$ cat src/rtl/brainhack_core.sv
// brainhack_core
// Two-state (FETCH/EXEC) interpreter for a Brainfuck-style language that uses
// 3-bit opcodes. Every instruction takes exactly two clocks. The core drives
// three external memories: a tape RAM, a loop-return stack RAM and a program
// ROM. Each memory read is combinational. Each RAM write happens on the
// rising clock edge while the matching enable is high.
//
// Ports:
//   clock          rising-edge system clock
//   reset_n        asynchronous active-low reset
//   i_tape_data    tape cell at o_tape_addr
//   i_prgmem_data  ROM opcode at o_prgmem_addr
//   i_stack_data   stack entry at o_stack_addr
//   o_tape_in      tape write enable (EXEC only)
//   o_tape_addr    tape pointer TP
//   o_tape_data    tape write data
//   o_prgmem_addr  program counter PC
//   o_stack_in     stack write enable (EXEC only)
//   o_stack_addr   SP, or SP+1 while a push is in progress
//   o_stack_data   stack write data (PC of the '[')
module brainhack_core #(
  parameter int TAPE_ADDR_W  = 8,
  parameter int TAPE_DATA_W  = 8,
  parameter int PRG_ADDR_W   = 8,
  parameter int STACK_ADDR_W = 4,
  parameter int INSTR_W      = 3
) (
  input  logic                    clock,
  input  logic                    reset_n,
  input  logic [TAPE_DATA_W-1:0]  i_tape_data,
  input  logic [INSTR_W-1:0]      i_prgmem_data,
  input  logic [PRG_ADDR_W-1:0]   i_stack_data,
  output logic                    o_tape_in,
  output logic [TAPE_ADDR_W-1:0]  o_tape_addr,
  output logic [TAPE_DATA_W-1:0]  o_tape_data,
  output logic [PRG_ADDR_W-1:0]   o_prgmem_addr,
  output logic                    o_stack_in,
  output logic [STACK_ADDR_W-1:0] o_stack_addr,
  output logic [PRG_ADDR_W-1:0]   o_stack_data
);

  typedef enum logic {FETCH = 1'b0, EXEC = 1'b1} state_t;

  localparam logic [INSTR_W-1:0] OP_NOP  = 3'b000;
  localparam logic [INSTR_W-1:0] OP_INC_P = 3'b001;
  localparam logic [INSTR_W-1:0] OP_DEC_P = 3'b010;
  localparam logic [INSTR_W-1:0] OP_INC  = 3'b011;
  localparam logic [INSTR_W-1:0] OP_DEC  = 3'b100;
  localparam logic [INSTR_W-1:0] OP_HALT = 3'b101;
  localparam logic [INSTR_W-1:0] OP_OPEN = 3'b110;
  localparam logic [INSTR_W-1:0] OP_CLOSE = 3'b111;

  localparam logic [PRG_ADDR_W-1:0]   PC_ONE    = 1;
  localparam logic [TAPE_ADDR_W-1:0]  TP_ONE    = 1;
  localparam logic [TAPE_DATA_W-1:0]  DATA_ONE  = 1;
  localparam logic [STACK_ADDR_W-1:0] SP_ONE    = 1;
  localparam logic [STACK_ADDR_W:0]   DEPTH_ONE = 1;

  state_t                  state_reg, state_next;
  logic [PRG_ADDR_W-1:0]   pc_reg, pc_next;
  logic [TAPE_ADDR_W-1:0]  tp_reg, tp_next;
  logic [STACK_ADDR_W-1:0] sp_reg, sp_next;
  logic [INSTR_W-1:0]      ir_reg, ir_next;
  logic                    skip_reg, skip_next;
  // One bit wider than SP so a full stack's worth of nesting still fits.
  logic [STACK_ADDR_W:0]   depth_reg, depth_next;
  logic                    halted_reg, halted_next;
  logic                    zero;

  assign zero          = (i_tape_data == '0);
  assign o_tape_addr   = tp_reg;
  assign o_prgmem_addr = pc_reg;

  always_ff @(posedge clock or negedge reset_n) begin
    if (!reset_n) begin
      state_reg  <= FETCH;
      pc_reg     <= '0;
      tp_reg     <= '0;
      sp_reg     <= '0;
      ir_reg     <= '0;
      skip_reg   <= 1'b0;
      depth_reg  <= '0;
      halted_reg <= 1'b0;
    end else begin
      state_reg  <= state_next;
      pc_reg     <= pc_next;
      tp_reg     <= tp_next;
      sp_reg     <= sp_next;
      ir_reg     <= ir_next;
      skip_reg   <= skip_next;
      depth_reg  <= depth_next;
      halted_reg <= halted_next;
    end
  end

  always_comb begin
    state_next   = state_reg;
    pc_next      = pc_reg;
    tp_next      = tp_reg;
    sp_next      = sp_reg;
    ir_next      = ir_reg;
    skip_next    = skip_reg;
    depth_next   = depth_reg;
    halted_next  = halted_reg;
    o_tape_in    = 1'b0;
    o_tape_data  = i_tape_data;
    o_stack_in   = 1'b0;
    o_stack_addr = sp_reg;
    o_stack_data = pc_reg;

    // Once halted, nothing moves until reset: the core never leaves FETCH.
    if (!halted_reg) begin
      case (state_reg)
        FETCH: begin
          ir_next    = i_prgmem_data;
          state_next = EXEC;
        end
        EXEC: begin
          state_next = FETCH;
          pc_next    = pc_reg + PC_ONE;
          if (skip_reg) begin
            // Scanning forward for the matching ']': only brackets count.
            if (ir_reg == OP_OPEN) begin
              depth_next = depth_reg + DEPTH_ONE;
            end else if (ir_reg == OP_CLOSE) begin
              depth_next = depth_reg - DEPTH_ONE;
              if (depth_reg == DEPTH_ONE) skip_next = 1'b0;
            end
          end else begin
            case (ir_reg)
              OP_NOP:   ;
              OP_INC_P: tp_next = tp_reg + TP_ONE;
              OP_DEC_P: tp_next = tp_reg - TP_ONE;
              OP_INC: begin
                o_tape_in   = 1'b1;
                o_tape_data = i_tape_data + DATA_ONE;
              end
              OP_DEC: begin
                o_tape_in   = 1'b1;
                o_tape_data = i_tape_data - DATA_ONE;
              end
              OP_HALT: begin
                halted_next = 1'b1;
                pc_next     = pc_reg;
              end
              OP_OPEN: begin
                if (zero) begin
                  skip_next  = 1'b1;
                  depth_next = DEPTH_ONE;
                end else begin
                  // Push the address of this '[' into the next free slot.
                  o_stack_in   = 1'b1;
                  o_stack_addr = sp_reg + SP_ONE;
                  sp_next      = sp_reg + SP_ONE;
                end
              end
              default: begin // OP_CLOSE
                if (zero) begin
                  sp_next = sp_reg - SP_ONE;
                end else begin
                  // Resume at the instruction right after the matching '['.
                  pc_next = i_stack_data + PC_ONE;
                end
              end
            endcase
          end
        end
        default: state_next = FETCH;
      endcase
    end
  end

endmodule

$ cat config.mk
export PLATFORM = sky130hd
export DESIGN_NAME = brainhack_core
export DESIGN_NICKNAME = d
export VERILOG_FILES = /design/src/rtl/brainhack_core.sv
export SDC_FILE = /design/constraint.sdc
export NUM_CORES = 1
export LEC_CHECK = 0
export ABC_CLOCK_PERIOD_IN_PS = 4000
export BUFFER_PORTS_ARGS = -buffer_cell sky130_fd_sc_hd__buf_2
export CAP_MARGIN = 20
export CELL_PAD_IN_SITES_DETAIL_PLACEMENT = 0
export CELL_PAD_IN_SITES_GLOBAL_PLACEMENT = 1
export CORE_MARGIN = 1.5
export CORE_UTILIZATION = 43
export DETAILED_ROUTE_END_ITERATION = 8
export PLACE_DENSITY_LB_ADDON = 0.1
export SYNTH_ARGS = -nofsm -noshare
export SYNTH_HDL_FRONTEND = slang
export SYNTH_SLANG_ARGS = --single-unit
$ cat constraint.sdc
create_clock -name clock -period 4 [get_ports clock]
set_input_delay 0.8 -clock clock [delete_from_list [all_inputs] [get_ports clock]]
set_output_delay 0.8 -clock clock [all_outputs]
set_load 0.005 [all_outputs]
==> key figures <==
Outcome
  – Status: finished, final reports clean

Place
  – HPWL Detailed: between 3000 and 4000 µm
  – PortBufs: 58
  – Global placer's final weighted congestion: a little under 0.8

Logic synthesis
  – #FFs+latches synth: 31
  – Netlist cell types: a little under 60
  – Post-synth top area share: roughly 31%
  – Net Count, Synth: approximately 320
  – Seq/Total Area, Yosys: between 30% and 40%
  – Cells after Synth: about 280
  – Synth top area cells: dfrtp_1, xnor2_1, ha_1
  – Largest area contributor in the netlist: dfrtp_1
  – Synth Warn #: 0
  – Post-Synthesis Cell Area: 2480 µm²
  – Synth async-reset ratio: 100%
  – Top_reg_cell synth: dfrtp_1
  – Avg Cell Area, Syn: about 8.8 µm²
  – Post-synth EDFFs: 0

Global route
  – Total GRT Usage: ~18%
  – Via count of the first global-routing pass: slightly below 2000
  – Initial antenna violation count: 0
  – Total gr overflow: 0
  – Largest net degree at the start of global routing: 32
  – First-pass GRT wire length: 8820 µm

Clocking
  – Post-cts resize count: 0
  – CTS tree: built
  – CTS Buffer Depth: 2
  – Sink Count: 31
  – CTS Buf Count: 5
  – Postcts setup bufs: 0
  – H-tree level count: 2
  – Hold Buf Count CTS: 0
  – Root Driver: clkbuf_8
  – Clock-pin slew on the worst setup and hold paths: roughly 0.070 ns
  – Clock latency on the worst-skew pair: 0.28 ns

STA
  – Slew Viols, Final: 0
  – Max_slew headroom: between 50% and 60%
  – Max Freq: between 0.2 and 0.3 GHz
  – RSZ-0062 raised after global routing: false
  – Min Clock Period, post-route: roughly 3.3 ns
  – Setup-failing EPs final: 0
  – Setup TNS: 0 ns
  – Worst Skew: between 0.007 and 0.008 ns
  – Worst-margin pin slew: between 0.7 and 0.8 ns
  – Final Hold Violating Endpoints: 0
  – Final period utilization: a little over four fifths

Critical path
  – Critical path buffer and inverter count: 1
  – Crit. End Element: primary output
  – Reg2reg path depth: 9
  – Worst path depth: 9
  – Critical path class: reg -> out
  – Critical path peak fanout: 10
  – CP arrival: about 2.5 ns
  – Worst-path cell chain: or3b_2, xnor2_1, ha_1, nand3_1, nor2_1, and3_1, o21ai_0, xnor2_1, buf_2
  – Reg-to-reg startpoint: ir_reg[0]
  – Slowest CP cell: or3b_2
  – R2R setup slack: about 1.3 ns
  – Most used cell, CP: xnor2_1
  – CP Launch Type: flip-flop
  – End of the worst register-to-register path: o_tape_addr[6]
  – Critical Path Max Stage Delay: 0.62 ns
  – Largest delay share family, worst path: simple AND/OR/NAND/NOR gates
  – Data required, critical path: ~3.2 ns
  – CP endpoint: o_tape_data[6]
  – CP startpoint: ir_reg[1]

Cells and area
  – Most frequent cells in the layout: buf_2, dfrtp_1, xnor2_1
  – Multi-input logic area: roughly 1500 µm²
  – Leading cell type in the layout, fill and taps excluded: buf_2
  – Util after Layout: about half
  – Area Overhead vs Synth: 13.6%
  – Filler cells: about 560
  – Register area: roughly 780 µm²
  – Ant diodes: 0
  – Nets: 365
  – Share of layout cells above drive strength 1: between 20 and 25%

Hold path
  – Hold/Removal Path Class: reg -> reg
  – Worst Hold Depth: 1

Floorplan
  – Core Area: ~5500 µm²
  – I/O pin cnt: 59
  – Initial Util: ~45%
  – Die Span X: between 70 and 80 µm
  – Die area: 6240 µm²
  – Die height: approximately 79 µm
  – Num rows: 27

Routing
  – Routed wire length: about 5200 µm
  – DR DRC count: 0
  – Post-DRT Antenna Nets: 0
  – Detailed-route via count: 2187
  – Wire per inst: 13.1 µm
  – Pre-antenna DRT Iters: 5
  – Drt via density: roughly 5.5
  – DR iter-0 viols: 63

Power
  – VDD IR max: between 0.2 and 0.3 mV
  – Pleak: 1.28 nW
  – Tot Pwr: around 1.8 mW
  – PD cells: about 620 nW/µm²

Run
  – Max Cap Viol: 0
==> power by group <==
| group | switching [mW] | total (mW) | internal (mW) |
|---|---|---|---|
| logic | 0.467 | 0.890 | 0.423 |
| clock network | 0.115 | 0.250 | 0.135 |
| registers | 0.173 | 0.620 | 0.447 |
| total | 0.754 | 1.76 | 1.01 |
==> how the worst min path moves through the flow <==
stage	start	end	slack, ns
floorplan	sp_reg[3]	sp_reg[3]	0.46
global placement	o_tape_addr[7]	o_tape_addr[7]	0.45
detailed placement	o_tape_addr[7]	o_tape_addr[7]	0.45
CTS	o_tape_addr[7]	o_tape_addr[7]	0.47
global route	o_tape_addr[7]	o_tape_addr[7]	0.49
finish	o_tape_addr[7]	o_tape_addr[7]	0.46
==> final cells by class <==
cell class	instances	share of cell area, %
clock buffer	6	2.93
clock inverter	1	0.177
inverter	10	1.33
multi-input combinational	222	54.3
sequential	31	27.5
tap	72	3.19
timing repair buffer	59	10.5
==> per-layer routing <==
metal	global-route usage (%)	up-vias	routed length, µm
li1	-	1100	-
met1	23.1	1031	2470
met2	30.0	52	2550
met3	3.45	4	187
met4	3.16	0	29
met5	0	-	0
==> Yosys cell counts, types with 2 or more instances <==
cell / number
mux2i_1: 2
inv_1: 10
a21o_1: 3
xor2_1: 8
and3_1: 3
a31oi_1: 2
o21ai_0: 16
or3b_2: 2
or2_2: 2
o211ai_1: 2
or3_1: 2
o22ai_1: 3
nand2_1: 23
nand3_1: 16
clkbuf_1: 4
mux2_2: 5
nand3b_1: 2
o21a_1: 4
nor2_1: 21
buf_6: 2
nor3_1: 10
xnor2_1: 24
and3b_1: 2
o31ai_1: 2
nor4_1: 2
nand4_1: 5
a211oi_1: 4
buf_2: 4
buf_4: 8
nand2b_1: 4
ha_1: 14
a21oi_1: 13
or4_1: 3
dfrtp_1: 31
==> metrics by stage <==
step	area (µm²)	setup WS, ns	hold WS, ns	cells
after CTS	2820	0.640	0.467	401
after detailed placement	2740	0.770	0.454	394
after global placement	2740	0.786	0.453	394
after global routing	2820	0.362	0.490	401
after floorplan	2480	1.01	0.464	282
final	2820	0.659	0.461	401
==> worst register-to-register path: stages, from the launching register on <==
cell,delay (ns)
dfrtp_1,0.37
buf_4,0.18
or3b_2,0.51
inv_1,0.23
ha_1,0.32
nor2b_1,0.16
o31a_1,0.25
o21a_1,0.18
o21a_1,0.16
o31ai_1,0.22
==> kinds of logic (layout without fill, tap and decap cells) <==
family | Yosys count | count (layout) | share of synthesized area [%]
muxes | 7 | 7 | 3.07
xor gates and xnor gates | 32 | 32 | 11.3
adders and majority gates | 15 | 15 | 7.86
buffers and inverters | 29 | 76 | 7.05
DFF | 31 | 31 | 31.2
AOI/OAI and AO/OA | 62 | 62 | 16.9
and+or+nand+nor | 106 | 106 | 22.6
Note: power is estimated with default switching activity, not from simulation.
